--- config.mk ---
export PLATFORM = sky130hd
export DESIGN_NAME = ex_mem_stage
export DESIGN_NICKNAME = d
export VERILOG_FILES = /design/src/rtl/mips_pkg.sv /design/src/rtl/mem_access_fsm.sv /design/src/rtl/ex_mem_stage.sv
export SDC_FILE = /design/constraint.sdc
export NUM_CORES = 1
export LEC_CHECK = 0
export CORE_AREA = 2 2 120 152
export DETAILED_ROUTE_END_ITERATION = 10
export DIE_AREA = 0 0 122 154
export DONT_BUFFER_PORTS = 1
export PLACE_DENSITY_LB_ADDON = 0.2
export RECOVER_POWER = 50
export SLEW_MARGIN = 25
export SYNTH_ARGS = -nofsm -noshare
export SYNTH_HDL_FRONTEND = slang
export SYNTH_HIERARCHICAL = 1
export SYNTH_SLANG_ARGS = --single-unit
--- constraint.sdc ---
create_clock -name clk -period 3.05 [get_ports clk]
set_clock_uncertainty 0.1 [all_clocks]
set_input_delay 0.61 -clock clk [delete_from_list [all_inputs] [get_ports clk]]
set_output_delay 0.61 -clock clk [all_outputs]
set_load 0.01 [all_outputs]
--- src/rtl/mips_pkg.sv ---
// Shared definitions for the MIPS pipeline: datapath widths, WB/M control
// field bit positions and the EX/MEM memory-access FSM state encoding.
package mips_pkg;

  localparam int DATA_W     = 32;
  localparam int REG_ADDR_W = 5;

  // Bit positions inside the 2-bit WB and M control fields
  localparam int WB_REGWRITE = 1;
  localparam int WB_MEMTOREG = 0;
  localparam int M_MEMREAD   = 1;
  localparam int M_MEMWRITE  = 0;

  typedef enum logic [1:0] {
    IDLE   = 2'd0,
    ACCESS = 2'd1,
    HELD   = 2'd2
  } mem_state_e;

endpackage

--- src/rtl/mem_access_fsm.sv ---
// Data-memory handshake controller for the EX/MEM stage.
// Tracks whether an access is outstanding, produces the memory request and
// the busy/hold indication, and defers a flush that arrives while busy.
module mem_access_fsm
  import mips_pkg::*;
(
  input  logic clk,
  input  logic rst_n,
  input  logic stall_i,
  input  logic flush_i,
  input  logic mem_ack_i,
  input  logic mem_op_i,     // incoming EX instruction is a load or store
  output logic load_o,       // payload registers capture this cycle
  output logic flush_eff_o,  // capture as a bubble this cycle
  output logic mem_req_o,
  output logic mem_busy_o
);

  mem_state_e state_reg;
  mem_state_e state_next;
  logic       flush_pend_reg;
  logic       start_access;

  // Capture / bubble decision and whether the captured op needs memory
  always_comb begin
    load_o       = !(stall_i | mem_busy_o);
    flush_eff_o  = flush_i | flush_pend_reg;
    start_access = load_o & !flush_eff_o & mem_op_i;
  end

  // State register
  always_ff @(posedge clk or negedge rst_n) begin
    if (!rst_n) state_reg <= IDLE;
    else        state_reg <= state_next;
  end

  // Next-state logic; an in-flight access only leaves ACCESS on ack
  always_comb begin
    state_next = state_reg;
    case (state_reg)
      IDLE: begin
        if (start_access) state_next = ACCESS;
      end
      ACCESS: begin
        if (mem_ack_i) begin
          if (stall_i)           state_next = HELD;
          else if (start_access) state_next = ACCESS;
          else                   state_next = IDLE;
        end
      end
      HELD: begin
        if (load_o) state_next = start_access ? ACCESS : IDLE;
      end
      default: state_next = IDLE;
    endcase
  end

  // Outputs: purely from state and ack, never from stall_i
  always_comb begin
    mem_req_o  = (state_reg == ACCESS);
    mem_busy_o = (state_reg == ACCESS) & !mem_ack_i;
  end

  // Flush seen while busy is remembered until the next capture consumes it
  always_ff @(posedge clk or negedge rst_n) begin
    if (!rst_n)                     flush_pend_reg <= 1'b0;
    else if (load_o)                flush_pend_reg <= 1'b0;
    else if (flush_i && mem_busy_o) flush_pend_reg <= 1'b1;
  end

endmodule

--- src/rtl/ex_mem_stage.sv ---
// EX/MEM pipeline register with data-memory handshake and forwarding taps.
// Optional build macro EX_MEM_PERF_EN adds a saturating count of cycles
// spent stalled on data memory (mem_stall_cnt_o).
module ex_mem_stage
  import mips_pkg::*;
(
  input  logic                  clk,
  input  logic                  rst_n,
  input  logic [1:0]            WB_i,
  input  logic [1:0]            M_i,
  input  logic [DATA_W-1:0]     alu_result_i,
  input  logic [DATA_W-1:0]     wdata_i,
  input  logic [REG_ADDR_W-1:0] rd_i,
  input  logic                  stall_i,
  input  logic                  flush_i,
  input  logic                  mem_ack_i,
  input  logic [DATA_W-1:0]     mem_rdata_i,
  output logic [1:0]            WB_o,
  output logic                  mem_req_o,
  output logic                  mem_we_o,
  output logic [DATA_W-1:0]     addr_o,
  output logic [DATA_W-1:0]     mem_wdata_o,
  output logic [DATA_W-1:0]     rdata_o,
  output logic [REG_ADDR_W-1:0] rd_o,
  output logic                  valid_o,
  output logic                  FW_RegWrite_o,
  output logic [REG_ADDR_W-1:0] FW_rd_o,
  output logic                  mem_busy_o
`ifdef EX_MEM_PERF_EN
  ,
  output logic [DATA_W-1:0]     mem_stall_cnt_o
`endif
);

  logic [1:0]            wb_reg;
  logic [1:0]            m_reg;
  logic [DATA_W-1:0]     addr_reg;
  logic [DATA_W-1:0]     wdata_reg;
  logic [REG_ADDR_W-1:0] rd_reg;
  logic                  valid_reg;
  logic [DATA_W-1:0]     rdata_reg;
  logic                  load;
  logic                  flush_eff;
  logic                  mem_op;

  assign mem_op = M_i[M_MEMREAD] | M_i[M_MEMWRITE];

  mem_access_fsm u_fsm (
    .clk        (clk),
    .rst_n      (rst_n),
    .stall_i    (stall_i),
    .flush_i    (flush_i),
    .mem_ack_i  (mem_ack_i),
    .mem_op_i   (mem_op),
    .load_o     (load),
    .flush_eff_o(flush_eff),
    .mem_req_o  (mem_req_o),
    .mem_busy_o (mem_busy_o)
  );

  // Payload capture; a bubble keeps the data but clears control and valid
  always_ff @(posedge clk or negedge rst_n) begin
    if (!rst_n) begin
      wb_reg    <= '0;
      m_reg     <= '0;
      addr_reg  <= '0;
      wdata_reg <= '0;
      rd_reg    <= '0;
      valid_reg <= 1'b0;
    end else if (load) begin
      addr_reg  <= alu_result_i;
      wdata_reg <= wdata_i;
      rd_reg    <= rd_i;
      if (flush_eff) begin
        wb_reg    <= '0;
        m_reg     <= '0;
        valid_reg <= 1'b0;
      end else begin
        wb_reg    <= WB_i;
        m_reg     <= M_i;
        valid_reg <= 1'b1;
      end
    end
  end

  // Load data is latched whenever a read request is acknowledged
  always_ff @(posedge clk or negedge rst_n) begin
    if (!rst_n)
      rdata_reg <= '0;
    else if (mem_req_o && mem_ack_i && !m_reg[M_MEMWRITE])
      rdata_reg <= mem_rdata_i;
  end

`ifdef EX_MEM_PERF_EN
  logic [DATA_W-1:0] stall_cnt_reg;

  // Saturating count of memory-stall cycles
  always_ff @(posedge clk or negedge rst_n) begin
    if (!rst_n)
      stall_cnt_reg <= '0;
    else if (mem_busy_o && (stall_cnt_reg != '1))
      stall_cnt_reg <= stall_cnt_reg + 1'b1;
  end

  assign mem_stall_cnt_o = stall_cnt_reg;
`endif

  assign WB_o          = wb_reg;
  assign mem_we_o      = m_reg[M_MEMWRITE];
  assign addr_o        = addr_reg;
  assign mem_wdata_o   = wdata_reg;
  assign rdata_o       = rdata_reg;
  assign rd_o          = rd_reg;
  assign valid_o       = valid_reg;
  assign FW_RegWrite_o = wb_reg[WB_REGWRITE] & valid_reg;
  assign FW_rd_o       = rd_reg;

endmodule

==> reports/metrics.yaml <==
antenna_left: 0
wl_per_cell_um: 19.6
diodes: 0
p_sw_mw: 1.04
synth_flop_cell: "dfrtp_1"
reg2reg_to: "rdata_o[3]"
p_sw_share_pct: 27.6
dpl.hpwl_mm: 6.70
synthTopCellsByCount: "108 x dfrtp_1, 38 x mux2_2, 33 x mux2_1"
worst_pin_slew_ns: 0.804
die_h_um: 154
fin_cells: 477
num_rows: 54
grt_setup_unrepaired: "no"
gp_congestion: 0.712
core_um2: 17200
ios: 223
maxCapViolations: 0
top_layer_used: "met4"
synthTopCellsByArea: "dfrtp_1 63%, mux2_4 11%, mux2_2 10%, mux2_1 8.7%, buf_6 2.1%"
grt_pass1_wl_mm: 13.7
synth_top_area_share_pct: 63.2
finalSetupTns_ns: 0
route.met2.wl_mm: 4.73
synth_edf_count: 0
synth.most_common_cell: "dfrtp_1"
synth_nets: 361
worstPathRequired_ns: 3.18
r2r_cells: 3
route.met3.wl_um: 958
drt-vias-per-instance: 4.28
cts_sinks: 108
maxSlewHeadroom_pct: 46.2
synth_area_per_cell_um2: 17.0
r2r_setup_slack_ns: 0.87
ir_drop_uv: 226
ys_warn_count: 6
status: "finished, violations left"
report.final.slew_viol_count: 0
maxClockFrequency_mhz: 458
cellPowerDensity_nw_per_um2: 790
clk_path_buf_depth: 2
synthArstFlopShare_pct: 100
grt_max_degree: 109
htree_levels: 3
post-cts-setup-buffers: 0
grt_pass1_vias: 2328
port_buffers: 0
crit_end: "rdata_o[3]"
period_share_pct: 71.6
vias: 2042
die-area_um2: 18800
nNetsFinal: 359
cts-root-buf: "clkbuf_16"
place_inst: 462
p_leak_nw: 2.08
remaining_drc_errors: 0
critical_path.max_fanout: 32
antenna_found_initial: 0
initial_utilization_pct: 24.8
min_period_ns: 2.18
grt_use_total_pct: 9.79
synth-seq-cells: 108
die_w_um: 122
seq_area_frac_synth_pct: 63.2
gr-total-overflow: 0
failed_checks: "negative hold slack"
met1_length_mm: 3.38
combPwrFrac_pct: 12.5
power_mw: 3.76
internal_power_mw: 2.72
synthToLayoutAreaGrowth_pct: 11.3
drt_iter0_markers: 50
start_kind: "flop"
syn_area_um2: 4280
cts_resized: 0
reg2reg_from: "u_fsm/state_reg[0]"
worst-setup-path-type: "reg2reg"
wl_mm: 9.33
netlist_instances: 251
whs_ns: -0.150
clk_latency_ns: 0.35
hold_path_class: "in2async"
clkPwrFrac_pct: 31.1
layout-drive-gt1-share_pct: 35.6
cts_made_buffers: 9
setup_violations: 0
synth_top_cell_by_area: "dfrtp_1"
cp-startpoint: "u_fsm/state_reg[0]"
cts_tree: "yes"
path_clk_slew_ns: 0.07
crit_path_end_kind: "flop"
seqPwrFrac_pct: 56.5
yosysUniqueCellTypes: 22
dr.pass1.iters: 4
worstPathArrival_ns: 2.31
finalHoldViolations: 108
[power groups by stage]
stage	clock, mW	sequential (mW)	combinational [mW]
floorplan	0	2.05	0.451
global placement	0	2.16	0.453
detailed placement	0	2.16	0.481
CTS	1.23	2.14	0.478
global route	1.27	2.17	0.505
finish	1.17	2.12	0.469
[worst max-delay path, cell delays in order (launching register included)]
cell,delay [ns]
dfrtp_1,0.41
nor2b_1,0.43
nand3b_4,0.60
mux2_4,0.50
[per-layer routing]
layer | up-vias | global-route usage (%)
li1 | 862 | -
met1 | 1038 | 10.5
met2 | 124 | 15.9
met3 | 18 | 4.30
met4 | 0 | 5.58
met5 | - | 0
[cell families (layout without fill, tap and decap cells)]
group,Yosys count,count (layout),share of synthesized area (%)
AO/OA/AOI/OAI,6,6,0.995
multiplexers,102,102,29.5
AND/OR/NAND/NOR,15,15,2.66
buffers and inverters,20,22,3.69
flip-flops,108,108,63.2
[cells in the final DEF (no fill, tap or decap)]
cell        count
dfrtp_1       108
mux2_2         38
mux2_1         33
mux2_4         30
clkbuf_16       9
inv_1           4
nand3b_1        4
o21ai_0         3
or2_2           2
clkbuf_1        2
clkinvlp_4      2
buf_12          2
nand2b_1        2
nor2_1          1
nand3b_4        1
mux2i_1         1
clkinv_2        1
clkbuf_8        1
bufinv_16       1
nor3b_1         1
nor2b_1         1
nor2_4          1
a21boi_0        1
and2_2          1
o21a_1          1
or4b_1          1
a22oi_2         1
[worst min path at each step]
stage,to,slack [ns]
finish,rdata_o[17],-0.15
global route,rdata_o[17],-0.18
CTS,rdata_o[17],-0.18
detailed placement,rdata_o[17],0.22
global placement,rdata_o[17],0.22
floorplan,FW_rd_o[0],0.21
[cell type report]
type / instances / area [um2]
inverter: 4 / 15.0
timing repair buffer: 3 / 43.8
sequential: 108 / 2700
clock buffer: 11 / 243
clock inverter: 4 / 50.0
multi-input combinational: 123 / 1420
tap: 224 / 280
fill: 1773 / 12500
[metrics by stage]
stage                     hold slack [ns]  area (um2)  setup slack, ns  utilization, %
after floorplan                     0.214        4280             1.05               -
after global placement              0.217        4470            0.857            25.9
after detailed placement            0.217        4470            0.825            25.9
after CTS                          -0.178        4760            0.829            27.6
after global routing               -0.178        4760            0.768            27.6
final                              -0.150        4760            0.868            27.6
(Power assumes the default switching activity.)
